===== src/rtl/mem_access_ctrl.sv =====
// Multi-cycle load/store controller for a 32-bit word-addressed memory.
// Handles lw/lh/lb/sw/sh/sb, sub-word stores via read-modify-write of the containing word.
module mem_access_ctrl (
    input  logic        clk,
    input  logic        reset,
    input  logic        start,
    input  logic [2:0]  op,
    input  logic [31:0] addr,
    input  logic [31:0] wdata,
    output logic        busy,
    output logic        done,
    output logic        err,
    output logic [31:0] rdata,
    output logic [31:0] mem_addr,
    output logic        mem_wr,
    output logic [31:0] mem_wdata,
    input  logic [31:0] mem_rdata,
    output logic [2:0]  dbg_state
);

    localparam logic [2:0] S_IDLE  = 3'd0;
    localparam logic [2:0] S_RD    = 3'd1;
    localparam logic [2:0] S_RWAIT = 3'd2;
    localparam logic [2:0] S_WR    = 3'd3;
    localparam logic [2:0] S_DONE  = 3'd4;

    localparam logic [2:0] OP_SW = 3'b100;

    logic [2:0]  state_q, state_d;
    logic [31:0] addr_q, addr_d;
    logic [2:0]  op_q, op_d;
    logic [31:0] wdata_q, wdata_d;
    logic [31:0] word_q, word_d;
    logic [31:0] rdata_q, rdata_d;
    logic        err_q, err_d;

    logic        accept;
    logic        acc_err;
    logic [31:0] load_val;
    logic [31:0] merged;
    logic [4:0]  byte_sh;
    logic [4:0]  half_sh;

    // Handshake: a request is taken only when start=1 in IDLE (busy=0); any start
    // seen while busy=1 is dropped. Completion is the single-cycle done pulse, with
    // err and rdata valid in that same cycle.
    assign accept = (state_q == S_IDLE) && start;

    // op[1:0]==11 is illegal; word needs addr[1:0]==0, half needs addr[0]==0.
    always_comb begin
        acc_err = 1'b0;
        case (op[1:0])
            2'b00:   acc_err = (addr[1:0] != 2'b00);
            2'b01:   acc_err = addr[0];
            2'b10:   acc_err = 1'b0;
            default: acc_err = 1'b1;
        endcase
    end

    assign byte_sh = {addr_q[1:0], 3'b000};
    assign half_sh = {addr_q[1], 4'b0000};

    always_comb begin
        load_val = mem_rdata;
        case (op_q[1:0])
            2'b01:   load_val = {16'h0000, mem_rdata[half_sh +: 16]};
            2'b10:   load_val = {24'h000000, mem_rdata[byte_sh +: 8]};
            default: load_val = mem_rdata;
        endcase
    end

    always_comb begin
        merged = word_q;
        case (op_q[1:0])
            2'b01:   merged[half_sh +: 16] = wdata_q[15:0];
            2'b10:   merged[byte_sh +: 8]  = wdata_q[7:0];
            default: merged = wdata_q;
        endcase
    end

    always_comb begin
        state_d = state_q;
        addr_d  = addr_q;
        op_d    = op_q;
        wdata_d = wdata_q;
        word_d  = word_q;
        rdata_d = rdata_q;
        err_d   = err_q;
        case (state_q)
            S_IDLE: begin
                if (start) begin
                    addr_d  = addr;
                    op_d    = op;
                    wdata_d = wdata;
                    err_d   = acc_err;
                    if (acc_err) begin
                        state_d = S_DONE;
                    end else if (op == OP_SW) begin
                        state_d = S_WR;
                    end else begin
                        state_d = S_RD;
                    end
                end
            end
            S_RD: state_d = S_RWAIT;
            S_RWAIT: begin
                word_d = mem_rdata;
                if (op_q[2]) begin
                    state_d = S_WR;
                end else begin
                    rdata_d = load_val;
                    state_d = S_DONE;
                end
            end
            S_WR:    state_d = S_DONE;
            S_DONE:  state_d = S_IDLE;
            default: state_d = S_IDLE;
        endcase
    end

    always_ff @(posedge clk) begin
        if (reset) begin
            state_q <= S_IDLE;
            addr_q  <= 32'h0;
            op_q    <= 3'h0;
            wdata_q <= 32'h0;
            word_q  <= 32'h0;
            rdata_q <= 32'h0;
            err_q   <= 1'b0;
        end else begin
            state_q <= state_d;
            addr_q  <= addr_d;
            op_q    <= op_d;
            wdata_q <= wdata_d;
            word_q  <= word_d;
            rdata_q <= rdata_d;
            err_q   <= err_d;
        end
    end

    assign busy      = (state_q != S_IDLE);
    assign done      = (state_q == S_DONE);
    assign err       = done && err_q;
    assign rdata     = rdata_q;
    assign mem_addr  = {addr_q[31:2], 2'b00};
    assign mem_wr    = (state_q == S_WR);
    assign mem_wdata = merged;
    assign dbg_state = state_q;

    logic unused_accept;
    assign unused_accept = accept;

endmodule


===== config.mk =====
export PLATFORM = sky130hd
export DESIGN_NAME = mem_access_ctrl
export DESIGN_NICKNAME = d
export VERILOG_FILES = /design/src/rtl/mem_access_ctrl.sv
export SDC_FILE = /design/constraint.sdc
export NUM_CORES = 1
export LEC_CHECK = 0
export CAP_MARGIN = 10
export CELL_PAD_IN_SITES_DETAIL_PLACEMENT = 1
export CELL_PAD_IN_SITES_GLOBAL_PLACEMENT = 1
export CORE_MARGIN = 8
export CORE_UTILIZATION = 25
export CTS_CLUSTER_SIZE = 10
export DETAILED_ROUTE_END_ITERATION = 6
export MAX_ROUTING_LAYER = met4
export PLACE_DENSITY_LB_ADDON = 0.1
export SETUP_SLACK_MARGIN = 0.05
export SYNTH_ARGS = -nofsm -noshare
export SYNTH_HDL_FRONTEND = slang
export SYNTH_SLANG_ARGS = --single-unit

===== constraint.sdc =====
create_clock -name clk -period 4.07 [get_ports clk]
set_clock_uncertainty 0.1 [all_clocks]
set_input_delay 0.6105 -clock clk [delete_from_list [all_inputs] [get_ports clk]]
set_output_delay 0.6105 -clock clk [all_outputs]
set_load 0.01 [all_outputs]

==> summary.txt <==
Outcome
  • Status: finished clean

Worst setup path
  • Worst Path Required: 3.36 ns
  • CP arrival: 3.05 ns
  • Worst Setup End Kind: output port
  • CP peak stage delay: 0.62 ns
  • CP Cell Sequence: inv_1, ha_1, nor3b_1, and3_1, a22oi_1, o31ai_1, clkdlybuf4s50_1
  • Crit-path max FO: 8
  • Startpoint Class: flop
  • CP Buf/Inv Count: 2
  • Kind of critical path: reg2out
  • CP top delay family: buffers and inverters
  • Slowest stage cell on the critical path: clkdlybuf4s50_1

Placed design
  • Final HPWL DP: 18600 microns
  • Placed Cells incl. Taps: 1254
  • Cell Area, Placed: 8250 sq um
  • PortBufs: 202
  • Final GP Congestion: 0.769

Global routing
  • Number of global-route vias before repair: 6337
  • Largest net degree at the start of global routing: 69
  • GRT overflow: 0
  • Antenna violations before repair: 1
  • First-pass GRT wire length: 39300 microns
  • Gr usage total: 17.2%

Job
  • Max cap viols: 0

Routing
  • Final wirelength: 25400 microns
  • Met1 Wirelength: 12400 microns
  • DRT Pass-1 Iters: 4
  • Detailed router's first-iteration violation count: 295
  • DRT antenna net count: 0
  • DR top layer: met4
  • Vias/cell: 4.72
  • DRC: 0
  • DR WL met3: 1590 microns
  • DR WL met2: 11100 microns
  • Vias: 6069
  • WL per Instance: 19.7 microns

Floorplan
  • Ports: 205
  • Core area: 24300 sq um
  • Die Area: 30100 sq um
  • Die H: 174 microns
  • Initial Util: 25.5%
  • Site Rows: 57
  • Die Width: 174 microns

Clock network
  • CTS tree: done
  • Skew-Pair Late Insertion Delay: 0.42 ns
  • Clk pin slew, worst setup/hold paths: 0.06 ns
  • Root Driver: clkbuf_16
  • CTS buffer count: 17
  • Clk buf depth: 2
  • Post-CTS setup buffer count: 0
  • Htree depth: 4
  • Post-cts resize count: 0
  • Clock sinks: 135
  • CTS Hold Bufs: 0

Pwr
  • Seq pwr share: 39.4%
  • Lkg Pwr: 3.04 nW
  • Clk pwr share: 44.0%
  • Pwr Total: 3.66 mW
  • Pint: 2.64 mW
  • Peak VDD IR: 260 uV
  • Comb pwr share: 16.6%
  • Switch share: 27.8%
  • Pwr dens: 413 nW/um^2
  • Sw Pwr: 1.02 mW

Logic synthesis
  • Synth Flop Type: dfxtp_1
  • Mean post-synth cell area: 7.69 sq um
  • Share of synthesized registers carrying an async set or reset: 0%
  • Largest area contributor in the netlist: dfxtp_1
  • Top post-synthesis cells by area: dfxtp_1, nand2_1, a21oi_1
  • Yosys top cell area share: 43.6%
  • Synth cell types: 39
  • EDFF count, synth: 0
  • Commonest cells in the netlist: nand2_1, a21oi_1, dfxtp_1
  • Post-synthesis sequential area ratio: 43.6%
  • Synth warn: 0
  • Top-count cell post-synth: nand2_1
  • Post-Synthesis Cells: 807
  • Yosys reg bits: 135
  • Syn Std Cell Area: 6200 sq um

Finish
  • Layout Nets: 1058
  • Multi-input logic area: 2980 sq um
  • Filler Cells Inserted: 2910
  • Layout cells sized above 1: 6.03%
  • FF/Latch Area: 2700 sq um
  • Post-route cell area: 8850 sq um
  • Synth-to-Final Area Change: 42.7%
  • Non-filler cells, final: 1287

Min path
  • Hold Crit Class: reg2reg

STA
  • Actual slew at the worst max-slew pin: 1.17 ns
  • Max Slew Vio Count: 0
  • Highest clock rate: 266 MHz
  • Final min period: 3.76 ns
  • RSZ-0062 raised after global routing: no
  • Setup TNS Final: 0 ns
  • Slew margin rel.: 22.0%
  • Setup violations, final: 0
  • Hold Vio Cnt, Final: 0
  • Final period util: 92.4%
-- worst paths after layout --
path / start / depth (start not counted) / slack [ns] / to
max reg2reg: dbg_state[1] / 5 / 1.37 / rdata[9]
max: addr_q[0] / 7 / 0.31 / mem_wdata[14]
min: addr_q[13] / 2 / 0.35 / addr_q[13]
min reg2reg: addr_q[13] / 2 / 0.35 / addr_q[13]
-- power by group through the flow --
stage / registers [mW] / logic [mW] / clock network [mW]
floorplan: 1.45 / 0.331 / 0
global route: 1.45 / 0.669 / 1.72
CTS: 1.44 / 0.621 / 1.66
finish: 1.44 / 0.607 / 1.61
detailed placement: 1.47 / 0.617 / 0
global placement: 1.47 / 0.615 / 0
-- stage by stage --
stage          utilization [%]  worst slack (ns)  hold WS (ns)
2_1_floorplan                -              1.07         0.332
3_3_place_gp              33.9             0.784         0.340
3_5_place_dp              33.9             0.785         0.349
4_1_cts                   36.4             0.325         0.358
5_1_grt                   36.4             0.121         0.371
6_report                  36.4             0.309         0.352
-- placed cells by master, fill, tap and decap left out, drive strengths merged, types with 5 or more instances in the layout --
cell           netlist  layout
a21oi              145     145
nand2              238     238
mux2i                8       8
nor2                21      21
o21ai               16      16
and2                11      11
clkinv               0       5
a22oi               25      25
a22o                 8       8
clkbuf              40      18
dfxtp              135     135
ha                   7       7
clkdlybuf4s50        0     201
buf                 52      13
nand3               16      16
a221oi              16      16
mux2                 8       8
a221o                8       8
o31ai                9       9
inv                  9      12
nor3                10      10
-- cell families after synthesis --
kind of cell             count (synthesis)  share of synthesized area (%)
AND/OR/NAND/NOR                        315                           21.3
other                                    1                         0.0604
AO/OA/AOI/OAI                          232                           22.4
adder cells (fa/ha/maj)                  7                           1.41
buffers and inverters                  101                           8.59
multiplexers                            16                           2.74
flip-flops                             135                           43.6
-- tightest hold or removal path, stage by stage (launching register included) --
cell and delay (ns):
dfxtp_1 0.31, nand2_1 0.05, a21oi_1 0.05
-- final cells by class --
| cell class | count | area share, % |
|---|---|---|
| Clock buffer | 18 | 4.85 |
| Inverter | 9 | 0.382 |
| Sequential cell | 135 | 30.5 |
| Multi-Input combinational cell | 572 | 33.7 |
| Antenna cell | 1 | 0.0283 |
| Tap cell | 324 | 4.58 |
| Timing Repair Buffer | 214 | 24.0 |
| Clock inverter | 14 | 1.98 |
-- routing by layer --
metal	global-route usage (%)	up-vias
li1	-	3019
met1	22.5	2882
met5	-	-
met3	5.73	18
met4	4.06	0
met2	25.3	150
-- registers in the layout, summed over array words and instances, names as in the netlist --
register / flops
addr_q: 32
dbg_state: 3
op_q: 3
word_q: 32
wdata_q: 32
err_q: 1
rdata: 32
Note: power is estimated with default switching activity, not from simulation.
